File: src/rtl/booth_mult_if.sv
// Operand/result bundle for booth_mult: start strobe and operands in, registered result out.
// master drives the operands (requester), slave is the multiplier.
interface booth_mult_if;
    logic        ctrl_MULT;
    logic [31:0] data_operandA;
    logic [31:0] data_operandB;
    logic [31:0] data_result;
    logic        data_exception;
    logic        data_resultRDY;

    modport master (
        output ctrl_MULT, data_operandA, data_operandB,
        input  data_result, data_exception, data_resultRDY
    );

    modport slave (
        input  ctrl_MULT, data_operandA, data_operandB,
        output data_result, data_exception, data_resultRDY
    );
endinterface

File: src/rtl/booth_mult.sv
// Sequential 32x32 signed Booth multiplier with low-word result and signed-overflow flag.
// Build option MULT_RADIX4_EN: radix-4 modified Booth (16 iterations); otherwise radix-2 (32).
module booth_mult (
    input  logic           clock,
    input  logic           reset,
    booth_mult_if.slave    bus
);
    // state   | meaning
    // IDLE    | waiting for ctrl_MULT, outputs hold last result
    // RUN     | one Booth iteration per cycle
    // DONE    | publish result, pulse data_resultRDY, back to IDLE
    localparam logic [1:0] ST_IDLE = 2'd0;
    localparam logic [1:0] ST_RUN  = 2'd1;
    localparam logic [1:0] ST_DONE = 2'd2;

`ifdef MULT_RADIX4_EN
    localparam logic [4:0] LP_LAST = 5'd15;
`else
    localparam logic [4:0] LP_LAST = 5'd31;
`endif

    logic [1:0]  r_state;
    logic [4:0]  r_cnt;
    logic [31:0] r_mcand;
    logic [31:0] r_mplier;
    logic [33:0] r_acc;
    logic        r_prev;
    logic [31:0] r_result;
    logic        r_exc;
    logic        r_rdy;

    logic [33:0] w_m_ext;
    logic [33:0] w_addend;
    logic        w_cin;
    logic [33:0] w_sum;
    logic [33:0] w_acc_nxt;
    logic [31:0] w_mplier_nxt;
    logic        w_prev_nxt;
    logic [32:0] w_hi;
    logic        w_ovf;

    // Two guard bits keep +/-2M and the running upper partial product from wrapping.
    assign w_m_ext = {{2{r_mcand[31]}}, r_mcand};

`ifdef MULT_RADIX4_EN
    logic [2:0] w_grp;
    assign w_grp = {r_mplier[1:0], r_prev};

    always_comb begin
        w_addend = '0;
        w_cin    = 1'b0;
        case (w_grp)
            3'b001, 3'b010: w_addend = w_m_ext;
            3'b011:         w_addend = {w_m_ext[32:0], 1'b0};
            3'b100: begin
                w_addend = ~{w_m_ext[32:0], 1'b0};
                w_cin    = 1'b1;
            end
            3'b101, 3'b110: begin
                w_addend = ~w_m_ext;
                w_cin    = 1'b1;
            end
            default: ;
        endcase
    end

    assign w_sum        = r_acc + w_addend + {33'd0, w_cin};
    assign w_acc_nxt    = {{2{w_sum[33]}}, w_sum[33:2]};
    assign w_mplier_nxt = {w_sum[1:0], r_mplier[31:2]};
    assign w_prev_nxt   = r_mplier[1];
`else
    always_comb begin
        w_addend = '0;
        w_cin    = 1'b0;
        case ({r_mplier[0], r_prev})
            2'b01: w_addend = w_m_ext;
            2'b10: begin
                w_addend = ~w_m_ext;
                w_cin    = 1'b1;
            end
            default: ;
        endcase
    end

    assign w_sum        = r_acc + w_addend + {33'd0, w_cin};
    assign w_acc_nxt    = {w_sum[33], w_sum[33:1]};
    assign w_mplier_nxt = {w_sum[0], r_mplier[31:1]};
    assign w_prev_nxt   = r_mplier[0];
`endif

    // Product bits 63..31; overflow when they are not a pure sign extension.
    assign w_hi  = {r_acc[31:0], r_mplier[31]};
    assign w_ovf = ~((&w_hi) | ~(|w_hi));

    always_ff @(posedge clock) begin
        if (reset) begin
            r_state  <= ST_IDLE;
            r_cnt    <= '0;
            r_mcand  <= '0;
            r_mplier <= '0;
            r_acc    <= '0;
            r_prev   <= 1'b0;
            r_result <= '0;
            r_exc    <= 1'b0;
            r_rdy    <= 1'b0;
        end else if (bus.ctrl_MULT) begin
            r_state  <= ST_RUN;
            r_cnt    <= '0;
            r_mcand  <= bus.data_operandA;
            r_mplier <= bus.data_operandB;
            r_acc    <= '0;
            r_prev   <= 1'b0;
            r_rdy    <= 1'b0;
        end else begin
            case (r_state)
                ST_RUN: begin
                    r_acc    <= w_acc_nxt;
                    r_mplier <= w_mplier_nxt;
                    r_prev   <= w_prev_nxt;
                    r_cnt    <= r_cnt + 5'd1;
                    r_rdy    <= 1'b0;
                    if (r_cnt == LP_LAST) r_state <= ST_DONE;
                end
                ST_DONE: begin
                    r_result <= r_mplier;
                    r_exc    <= w_ovf;
                    r_rdy    <= 1'b1;
                    r_state  <= ST_IDLE;
                end
                default: begin
                    r_rdy   <= 1'b0;
                    r_state <= ST_IDLE;
                end
            endcase
        end
    end

    assign bus.data_result    = r_result;
    assign bus.data_exception = r_exc;
    assign bus.data_resultRDY = r_rdy;
endmodule
File: src/flat_wrapper.sv
// flat-port wrapper written by rule: the top's interface ports become plain ports
module booth_mult_flat 
  (clock, reset, bus_ctrl_MULT, bus_data_operandA, bus_data_operandB, bus_data_result, bus_data_exception, bus_data_resultRDY);
  booth_mult_if bus_i ();
  input  logic clock;
  input  logic reset;
  input wire logic [$bits(bus_i.ctrl_MULT)-1:0] bus_ctrl_MULT;
  input wire logic [$bits(bus_i.data_operandA)-1:0] bus_data_operandA;
  input wire logic [$bits(bus_i.data_operandB)-1:0] bus_data_operandB;
  output wire logic [$bits(bus_i.data_result)-1:0] bus_data_result;
  output wire logic [$bits(bus_i.data_exception)-1:0] bus_data_exception;
  output wire logic [$bits(bus_i.data_resultRDY)-1:0] bus_data_resultRDY;
  assign bus_i.ctrl_MULT = bus_ctrl_MULT;
  assign bus_i.data_operandA = bus_data_operandA;
  assign bus_i.data_operandB = bus_data_operandB;
  assign bus_data_result = bus_i.data_result;
  assign bus_data_exception = bus_i.data_exception;
  assign bus_data_resultRDY = bus_i.data_resultRDY;
  booth_mult u_core (.clock(clock), .reset(reset), .bus(bus_i));
endmodule
File: config.mk
export PLATFORM = sky130hd
export DESIGN_NAME = booth_mult_flat
export DESIGN_NICKNAME = d
export VERILOG_FILES = /design/src/rtl/booth_mult_if.sv /design/src/rtl/booth_mult.sv /design/src/flat_wrapper.sv
export SDC_FILE = /design/constraint.sdc
export NUM_CORES = 1
export LEC_CHECK = 0
export ABC_CLOCK_PERIOD_IN_PS = 3200
export CAP_MARGIN = 10
export CELL_PAD_IN_SITES_DETAIL_PLACEMENT = 1
export CELL_PAD_IN_SITES_GLOBAL_PLACEMENT = 1
export CORE_MARGIN = 2
export CORE_UTILIZATION = 37
export CTS_BUF_LIST = sky130_fd_sc_hd__clkbuf_16
export DETAILED_ROUTE_END_ITERATION = 7
export PLACE_DENSITY = 0.77
export SETUP_SLACK_MARGIN = 0.4
export SYNTH_ARGS = -nofsm -noshare
export SYNTH_HDL_FRONTEND = slang
export SYNTH_SLANG_ARGS = --single-unit
File: constraint.sdc
create_clock -name clock -period 3.2 [get_ports clock]
set_clock_uncertainty 0.1 [all_clocks]
set_input_delay 0.64 -clock clock [delete_from_list [all_inputs] [get_ports clock]]
set_output_delay 0.64 -clock clock [all_outputs]
set_load 0.02 [all_outputs]
==> results of run 1 <==
[cells by family (layout without fill, tap and decap cells)]
family                     after synthesis  after routing  synth area share (%)
and+or+nand+nor                        441            441                  25.2
AOI/OAI and AO/OA                      280            280                  21.2
DFF                                    139            139                  36.6
buffers and inverters                   83            219                  4.83
adders and majority gates               36             36                  6.12
muxes                                   34             34                  4.47
xor gates and xnor gates                14             14                  1.61
[registers in the layout (all words and copies together) (netlist names)]
signal                     count
u_core.r_cnt                   5
u_core.bus.data_exception      1
u_core.bus.data_resultRDY      1
u_core.r_mplier               32
u_core.r_prev                  1
u_core.r_mcand                32
u_core.bus.data_result        32
u_core.r_acc                  33
u_core.r_state                 2
[final timing paths]
kind,cells after the start,from,endpoint,slack [ps]
worst max-delay path,14,u_core.r_mplier[0],u_core.r_acc[21],140
worst min register to register,2,u_core.bus.data_result[19],u_core.bus.data_result[19],350
worst max register to register,14,u_core.r_mplier[0],u_core.r_acc[21],140
worst min-delay path,2,reset,u_core.r_mplier[30],320
[power breakdown]
group / total [mW] / switching, mW / internal [mW]
Sequential: 1.84 / 0.0508 / 1.79
Combinational: 0.520 / 0.287 / 0.233
Clock: 2.11 / 0.907 / 1.20
[through the flow]
step                total power, mW  util [%]  area [µm²]  setup slack [ps]
global placement               2.35      44.9        9080               175
detailed placement             2.36      44.9        9080              83.0
finish                         4.46      50.2       10200               142
global route                   4.64      50.2       10200              4.19
CTS                            4.48      48.3        9770               108
floorplan                      2.16         -        7650               228
[routing by layer]
layer / track usage (%) / vias to the layer above / share of wire (%)
met4: 6.20 / 0 / 1.4
met3: 3.61 / 26 / 3.2
met1: 29.0 / 3797 / 46
met2: 39.0 / 161 / 49
li1: - / 3807 / -
met5: 0 / - / 0
[critical path, delay by kind of cell (launching register included)]
family	cells	cell delay, ps
xor+xnor	1	110
fa+ha+maj	2	730
simple gates	2	320
flops	1	370
buf+inv	3	480
compound gates	6	820
[timing repair]
action                                  CTS  global route
pin swaps                                 1            27
gates cloned                              0             2
buffers inserted                          2            19
resized for setup                        13            67
endpoints found under the setup margin   23            27
[Yosys cell counts, types with 3 or more instances]
master | count | share of area, %
xor2_1 | 3 | 0.35
nor2b_1 | 6 | 0.49
o21bai_1 | 6 | 0.59
buf_6 | 3 | 0.44
o21ai_0 | 63 | 4.1
a21o_1 | 10 | 0.99
nor3_2 | 3 | 0.39
clkbuf_1 | 55 | 2.7
nand2b_1 | 3 | 0.25
a211oi_1 | 6 | 0.59
dfxtp_1 | 139 | 37
o21a_1 | 8 | 0.79
or3_1 | 8 | 0.66
nand3_1 | 16 | 1.1
mux2i_1 | 34 | 4.5
a21oi_1 | 149 | 9.8
buf_1 | 6 | 0.30
ha_1 | 34 | 5.6
o211ai_1 | 3 | 0.30
nor2_1 | 108 | 5.3
buf_4 | 3 | 0.30
inv_1 | 12 | 0.59
nor4_1 | 11 | 0.90
a31oi_1 | 8 | 0.66
a21boi_0 | 4 | 0.39
nand4_1 | 20 | 1.6
and2_1 | 4 | 0.33
nand2_1 | 233 | 11
a221o_1 | 3 | 0.39
nor3_1 | 9 | 0.59
and3_1 | 9 | 0.74
xnor2_1 | 11 | 1.3
[layout make-up]
class | count | area (µm²)
fill | 2457 | 10100
multi-input combinational | 805 | 4750
sequential | 139 | 2790
timing repair buffer | 175 | 1620
clock buffer | 17 | 425
tap | 270 | 338
clock inverter | 15 | 195
inverter | 12 | 45.0
[cells in the final DEF, fill, tap and decap left out, types with 15 or more instances in the layout]
| cell | n |
|---|---|
| mux2i_1 | 34 |
| dfxtp_1 | 137 |
| nand4_1 | 20 |
| o21ai_0 | 46 |
| clkbuf_16 | 18 |
| buf_4 | 70 |
| nand2_1 | 230 |
| nor2_1 | 106 |
| clkdlybuf4s50_1 | 98 |
| ha_1 | 28 |
| nand3_1 | 15 |
| a21oi_1 | 133 |
==> results.ini, run 1 <==
[outcome]
status = finished, final reports clean

[drt]
via_count = 7791
ant_nets = 0
wire_per_inst_um = 17.5
drt_first_pass_iters = 5
wirelength_um = 25100
drt_iter0_markers = 394
vias_per_cell = 5.44
drc = 0

[yosys]
yosysSeqAreaShare_pct = 36.6
syn_nets = 1130
synth_edf_count = 0
yosys_register_bits = 139
ys_warn_count = 0
postSynthAreaPerCell_um2 = 7.41
synthCells = 1027
yosys_most_used_dff = dfxtp_1
async_flop_share_pct = 0
syn_area_um2 = 7610
synth_cell_type_count = 59

[global_routing]
globalRouteOverflowTotal = 0
grt_pass1_wl_um = 39600
grt_pass1_vias = 7764
grt_util_all_layers_pct = 22.5
grt_max_degree = 98
grt_antenna_before_repair = 0

[timing]
slew_headroom_pct = 32.6
rsz0062_at_grt = true
hold_ws_ps = 315
worst_pin_slew_ps = 1010
hold_violations = 0
tns_ps = 0
fmaxAchievable_mhz = 327
drv_slew = 0
finalSetupViolCount = 0
timing.final.crit_share_pct = 95.6
period_needed_ps = 3060

[cts]
cts_hold_buffers = 0
insertion_delay_ps = 430
clock_path_buffers = 2
ctsRootBufferMaster = clkbuf_16
cts_tree = built
htree_levels = 4
cts-buffers-inserted = 17
clk_pin_slew_worst_paths_ps = 70
cts.sinks = 139

[floorplanning]
coreArea_um2 = 20200
die_w_um = 147
die_area_um2 = 21700
start_util_pct = 37.6
rows = 52
ios = 101
die_h_um = 147

[final_layout]
drive_gt1_share_pct = 15.5
synthToLayoutAreaGrowth_pct = 33.6
diodes = 0
nNetsFinal = 1253
final_cells = 1433

[pwr]
ir_drop_mv = 0.337
p_leak_nw = 3.89
pwr_density_cell_nw_per_um2 = 439

[worst_setup_path]
startpoint_type = flop
cp_slowest_cell = dfxtp_4
end_kind = flop
worstSetupPathType = reg2reg
crit_path_cell_trace = nor2b_4 -> buf_12 -> a21oi_2 -> fa_2 -> fa_2 -> nor2b_4 -> o2111ai_4 -> a211oi_4 -> buf_4 -> a211oi_2 -> o21bai_1 -> buf_4 -> xnor2_1 -> o21ai_0
max_stage_delay_ps = 370
cp.arrival_ps = 3260
path_max_fanout = 9
critPathRequiredTime_ps = 3400

[place]
hpwl_um = 17000
gp_congestion = 0.904
port_buffers = 100
dp_cells = 1378

[hold_path]
hp-class = in2reg

[job]
drv_cap = 0

No activity file was read; power rests on OpenSTA's default activity.
==> inputs of run 2 (changes only) <==
REMOVE_ABC_BUFFERS = 1   (was unset)
==> run 2 against run 1 <==
Net effect:
- hold slack gained 38 ps
- utilization grew 5.0 points
- critical path depth shrank 1
- final area grew 9.9%
- routed wire length grew 21%
- power shrank 1.5%
- cell count grew 4.2%
- non-clock buffer count grew 60
- critical path type unchanged
- via count grew 8.3%
- sequential power is essentially flat
- highest routed layer unchanged
==> results.ini, run 2 (synthesized netlist as in run 1, its figures left out) <==
[final_layout]
layout_commonest_cell = nand2_1
largest_reg_flops = 33  ; unchanged
final_cell_mix = nand2_1, dfxtp_1, a21oi_1
post-route-cell-area_um2 = 11200  ; +9.9%
nNetsFinal = 1313  ; +4.8%
drive_gt1_share_pct = 25.6  ; +10 points
diodes = 0  ; unchanged
synthToLayoutAreaGrowth_pct = 46.9
regMostFlops = u_core.r_acc
fillCellCount = 2409  ; -2.0%

[timing]
worst_pin_slew_ps = 788  ; -223 ps
slew_headroom_pct = 47.0  ; +14 points
finalSetupViolCount = 0  ; unchanged
timing.final.crit_share_pct = 98.6  ; +3.0 points
fmaxAchievable_mhz = 317  ; -3.1%
hold_violations = 0  ; unchanged
period_needed_ps = 3160  ; +97.0 ps
drv_slew = 0  ; unchanged
rsz0062_at_grt = true

[drt]
wire_per_inst_um = 20.4  ; +16%
vias_per_cell = 5.65  ; +3.9%
drt_iter0_markers = 424  ; +7.6%
ant_nets = 0  ; unchanged
via_count = 8436  ; +8.3%
wirelength_um = 30400  ; +21%
drt_first_pass_iters = 5  ; unchanged
drc = 0  ; unchanged

[job]
drv_cap = 0  ; unchanged

[cts]
htree_levels = 4  ; unchanged
clock_path_buffers = 2  ; unchanged
ctsRootBufferMaster = clkbuf_16
cts-buffers-inserted = 17  ; unchanged
cts_tree = built
insertion_delay_ps = 430  ; about the same
cts.sinks = 139  ; unchanged
clk_pin_slew_worst_paths_ps = 70  ; about the same

[worst_setup_path]
critPathRequiredTime_ps = 3400  ; about the same
path_max_fanout = 7  ; -2
startpoint_type = flop
cp.arrival_ps = 3360  ; +100 ps
end_kind = flop
worstSetupPathType = reg2reg

[floorplanning]
ios = 101  ; unchanged
die_w_um = 147  ; unchanged
start_util_pct = 37.6  ; unchanged
die_area_um2 = 21700  ; unchanged
coreArea_um2 = 20200  ; unchanged
rows = 52  ; unchanged
die_h_um = 147  ; unchanged

[global_routing]
grt_antenna_before_repair = 0  ; unchanged
grt_max_degree = 64  ; -35%
grt_pass1_wl_um = 40700  ; +2.9%
globalRouteOverflowTotal = 0  ; unchanged
grt_util_all_layers_pct = 23.2  ; +0.78 points
grt_pass1_vias = 8094  ; +4.3%

[pwr]
ir_drop_mv = 0.377  ; +12%
pwr_density_cell_nw_per_um2 = 393  ; -10%
power_mw = 4.40  ; -1.5%
p_leak_nw = 4.32  ; +11%

[place]
hpwl_um = 16500  ; -3.3%
gp_congestion = 0.901  ; -0.33%
place_area_um2 = 9100  ; +0.30%
port_buffers = 100  ; unchanged

[hold_path]
hp-class = reg2reg

[outcome]
status = finished, final reports clean

run 2: changes by cell type in the layout (fill, tap and decap cells not counted), sizes merged:
cell,change
inv,-1
clkinvlp,+3
buf,+60
bufinv,-2
run 2: repair_timing:
| item | in CTS | in global routing |
|---|---|---|
| setup endpoints to repair | 24 | 27 |
| buffers inserted | 31 | 39 |
| cloned | 1 | 1 |
| resized for setup | 102 | 139 |
| pin swaps | 38 | 68 |
| hold buffers | 0 | 0 |
run 2: final timing paths:
check,startpoint,endpoint,slack [ps],cells after the start
min,u_core.bus.data_result[18],u_core.bus.data_result[18],350,2
max,u_core.r_prev,u_core.r_acc[31],40,13
min reg2reg,u_core.bus.data_result[18],u_core.bus.data_result[18],350,2
max reg2reg,u_core.r_prev,u_core.r_acc[31],40,13
run 2: power by group:
group	switching, mW	total [mW]	internal (mW)
Combinational	0.342	0.640	0.298
Sequential	0.0569	1.84	1.79
Clock	0.892	1.91	1.02
Total	1.29	4.40	3.10
run 2: layout make-up:
cell class	instances	area [µm²]	area share, %
multi-input cells	805	5300	47.4
repair buffers	235	2150	19.3
clock inverters	15	129	1.15
flip-flops and latches	139	2790	24.9
well taps	270	338	3.02
clock buffers	17	425	3.81
inverters	12	45.0	0.403
run 2: worst max-delay path, cell delays in order (launching register included):
cell and delay, ps:
dfxtp_2 340, nor2b_4 230, buf_8 190, nand2_1 80, o21ai_1 120, ha_2 350
buf_4 150, a21oi_2 210, o21ai_1 180, a21oi_2 240, o221ai_1 190, o21bai_4 230
o21ai_0 260, o211ai_1 140
run 2: stage by stage:
stage          hold WS (ps)  setup TNS [ps]  instances  setup WS [ps]  utilization [%]
6_report                353               0       1493           44.6             55.2
5_1_grt                 373            -144       1493          -85.6             55.2
2_1_floorplan           339          -14090        956           -877                -
3_5_place_dp            348           -1040       1389           -194             45.0
4_1_cts                 358               0       1453            177             50.7
3_3_place_gp            342           -81.2       1389          -27.9             45.0
run 2: metal layers:
metal / vias up / part of all wire [%] / global-route usage (%)
met4: 0 / 4.6 / 8.27
li1: 3936 / - / -
met3: 109 / 5.0 / 3.18
met5: - / 0 / 0
met1: 4080 / 40 / 28.7
met2: 311 / 51 / 41.4
==> inputs of run 3 (changes only) <==
ABC_AREA = 1   (was unset)
CORE_UTILIZATION = 36   (was 37)
PLACE_DENSITY = 0.78   (was 0.77)
==> run 3 against run 2 <==
Net effect:
- routed wire length down 11%
- sequential cell count unchanged
- first-iteration DRC count decreased by 20%
- sequential share of layout area rose by 3.0 points
- clock power increased by 9.9%
- clock-buffer cell count is the same
- sequential power about the same
- critical path depth grew 1
- area after synthesis rose by 4.7%
- combinational power fell by 10%
- via count decreased by 0.91%
- synthesized cell count is 22% higher
==> results.ini, run 3 <==
[pwr]
ir_drop_mv = 0.299  ; -21%
pwr_density_cell_nw_per_um2 = 454  ; +15%
p_leak_nw = 4.62  ; +6.9%

[timing]
period_needed_ps = 2660  ; -493 ps
slew_headroom_pct = 57.0  ; +10 points
tns_ps = 0  ; unchanged
fmaxAchievable_mhz = 376  ; +19%
drv_slew = 0  ; unchanged
finalSetupViolCount = 0  ; unchanged
timing.final.crit_share_pct = 83.2  ; -15 points
hold_violations = 0  ; unchanged
rsz0062_at_grt = true
worst_pin_slew_ps = 639  ; -149 ps
setup_ws_ps = 538  ; +493 ps

[yosys]
async_flop_share_pct = 0  ; unchanged
synth_top_cell_area_share_pct = 34.9  ; -1.6 points
yosysMostFrequentCell = nand2_1
syn_area_um2 = 7960  ; +4.7%
postSynthAreaPerCell_um2 = 6.36  ; -14%
synth_edf_count = 0  ; unchanged
synth_cell_type_count = 33  ; -44%
synthCells = 1252  ; +22%
synth_area_leaders = dfxtp_1, nand2_1, nor2_1
ys_warn_count = 0  ; unchanged
yosysTopAreaCell = dfxtp_1
synth_common_cells = nand2_1, nor2_1, inv_1
yosys_most_used_dff = dfxtp_1
yosysSeqAreaShare_pct = 34.9  ; -1.6 points
yosys_register_bits = 139  ; unchanged

[global_routing]
top_usage_layer = met2
grt_util_all_layers_pct = 23.3  ; +0.11 points
met2_usage_pct = 40.3  ; -1.1 points
grt_pass1_wl_um = 44500  ; +9.4%
use_met3_pct = 5.29  ; +2.1 points
gr-usage-met1_pct = 30.0  ; +1.2 points
grt_antenna_before_repair = 0  ; unchanged
globalRouteOverflowTotal = 0  ; unchanged
grt_max_degree = 47  ; -27%
grt_pass1_vias = 8699  ; +7.5%

[drt]
drc = 0  ; unchanged
drt_first_pass_iters = 5  ; unchanged
drt_iter0_markers = 340  ; -20%
ant_nets = 0  ; unchanged
wirelength_um = 26900  ; -11%
wire_per_inst_um = 16.4  ; -19%
vias_per_cell = 5.10  ; -9.8%
via_count = 8359  ; -0.91%

[cts]
clk_pin_slew_worst_paths_ps = 70  ; about the same
cts.sinks = 139  ; unchanged
htree_levels = 4  ; unchanged
insertion_delay_ps = 430  ; about the same
clock_path_buffers = 2  ; unchanged
cts_hold_buffers = 0  ; unchanged
ctsRootBufferMaster = clkbuf_16
cts_tree = built
cts-buffers-inserted = 17  ; unchanged

[final_layout]
regMostFlops = u_core.r_acc
drive_gt1_share_pct = 7.87  ; -18 points
synthToLayoutAreaGrowth_pct = 25.4
fillCellCount = 2873  ; +19%
final_cell_mix = nand2_1, nor2_1, inv_1
largest_reg_flops = 33  ; unchanged
register_area_um2 = 2790  ; about the same
diodes = 0  ; unchanged
multi_input_area_um2 = 4450  ; -16%
final_cells = 1640  ; +9.8%
fin_util_pct = 45.9  ; -9.3 points
nNetsFinal = 1450  ; +10%
layout_commonest_cell = nand2_1

[floorplanning]
start_util_pct = 36.6  ; -1.0 points
coreArea_um2 = 21800  ; +7.5%
ios = 101  ; unchanged
die_area_um2 = 23300  ; +7.4%
die_h_um = 153  ; +3.6%
rows = 54  ; +3.8%
die_w_um = 153  ; +3.6%

[outcome]
status = finished, final reports clean

[worst_setup_path]
cp_slowest_cell = ha_1
path_max_fanout = 18  ; +11
end_kind = flop
crit_buf_inv = 4  ; +2
ff2ff_setup_slack_ps = 540  ; +490 ps
crit_path_cell_trace = inv_2 -> nand2_2 -> buf_4 -> o21ai_0 -> ha_1 -> nand2_1 -> inv_1 -> nand2_1 -> nor3_2 -> nand4_1 -> nand4_1 -> nand3_1 -> nand2_1 -> inv_1
max_stage_delay_ps = 410  ; +60 ps
startpoint_type = flop
cp_common_cell = nand2_1
crit_family = simple AND/OR/NAND/NOR gates
worstSetupPathType = reg2reg
cp.arrival_ps = 2890  ; -470 ps
critPathRequiredTime_ps = 3430  ; +30 ps

[place]
pre_cts_slack_ps = 345  ; +539 ps
gp_congestion = 0.885  ; -1.7%
dp_cells = 1601  ; +15%
hpwl_um = 19500  ; +18%
port_buffers = 100  ; unchanged

[job]
drv_cap = 0  ; unchanged

[hold_path]
hp-class = reg2reg

run 3: worst paths after layout:
kind	start	end	cells past startpoint
worst max-delay path	u_core.r_prev	u_core.r_acc[18]	14
worst min-delay path	u_core.r_cnt[3]	u_core.r_cnt[3]	2
worst max register to register	u_core.r_prev	u_core.r_acc[18]	14
worst min register to register	u_core.r_cnt[3]	u_core.r_cnt[3]	2
run 3: routing by layer:
metal  part of all wire [%]  wire [µm]
met5                      0          0
met4                   0.95        256
met3                    5.6       1520
met2                     48      12800
met1                     46      12300
run 3: power breakdown:
part           leakage [nW]  switching (mW)  internal (mW)
registers              1.14          0.0620           1.80
clock network         0.303           0.961           1.14
logic                  3.18           0.345          0.230
run 3: metrics by stage:
stage	hold slack [ps]	power, mW	instance area, µm²
2_1_floorplan	345	2.19	7750
3_3_place_gp	363	2.44	9240
3_5_place_dp	368	2.46	9240
4_1_cts	378	4.56	9870
5_1_grt	401	4.72	9980
6_report	372	4.53	9980
run 3: worst min-delay path: stages, from the launching register on:
cell and delay [ps]:
dfxtp_1 300, inv_1 70, a21oi_1 60
run 3: area by class of cell:
class	instances	area share [%]
Multi-Input combinational cell	909	44.6
Clock inverter	15	1.90
Inverter	154	5.79
Clock buffer	17	4.26
Timing Repair Buffer	126	12.0
Sequential cell	139	27.9
Tap cell	280	3.51
run 3: timing repair:
action / 4_1_cts / 5_1_grt
pin swaps: 0 / 4
setup endpoints to repair: 5 / 19
gates resized for setup: 3 / 21
setup buffers: 0 / 7
run 3: kinds of logic (layout without fill, tap and decap cells):
logic type      count (synthesis)  in the layout  share of synthesized area [%]
flops                         139            139                           34.9
buf+inv                       204            312                           9.93
compound gates                230            230                           15.3
simple gates                  631            631                           32.6
fa+ha+maj                      36             36                           5.84
xor+xnor                       12             12                           1.32
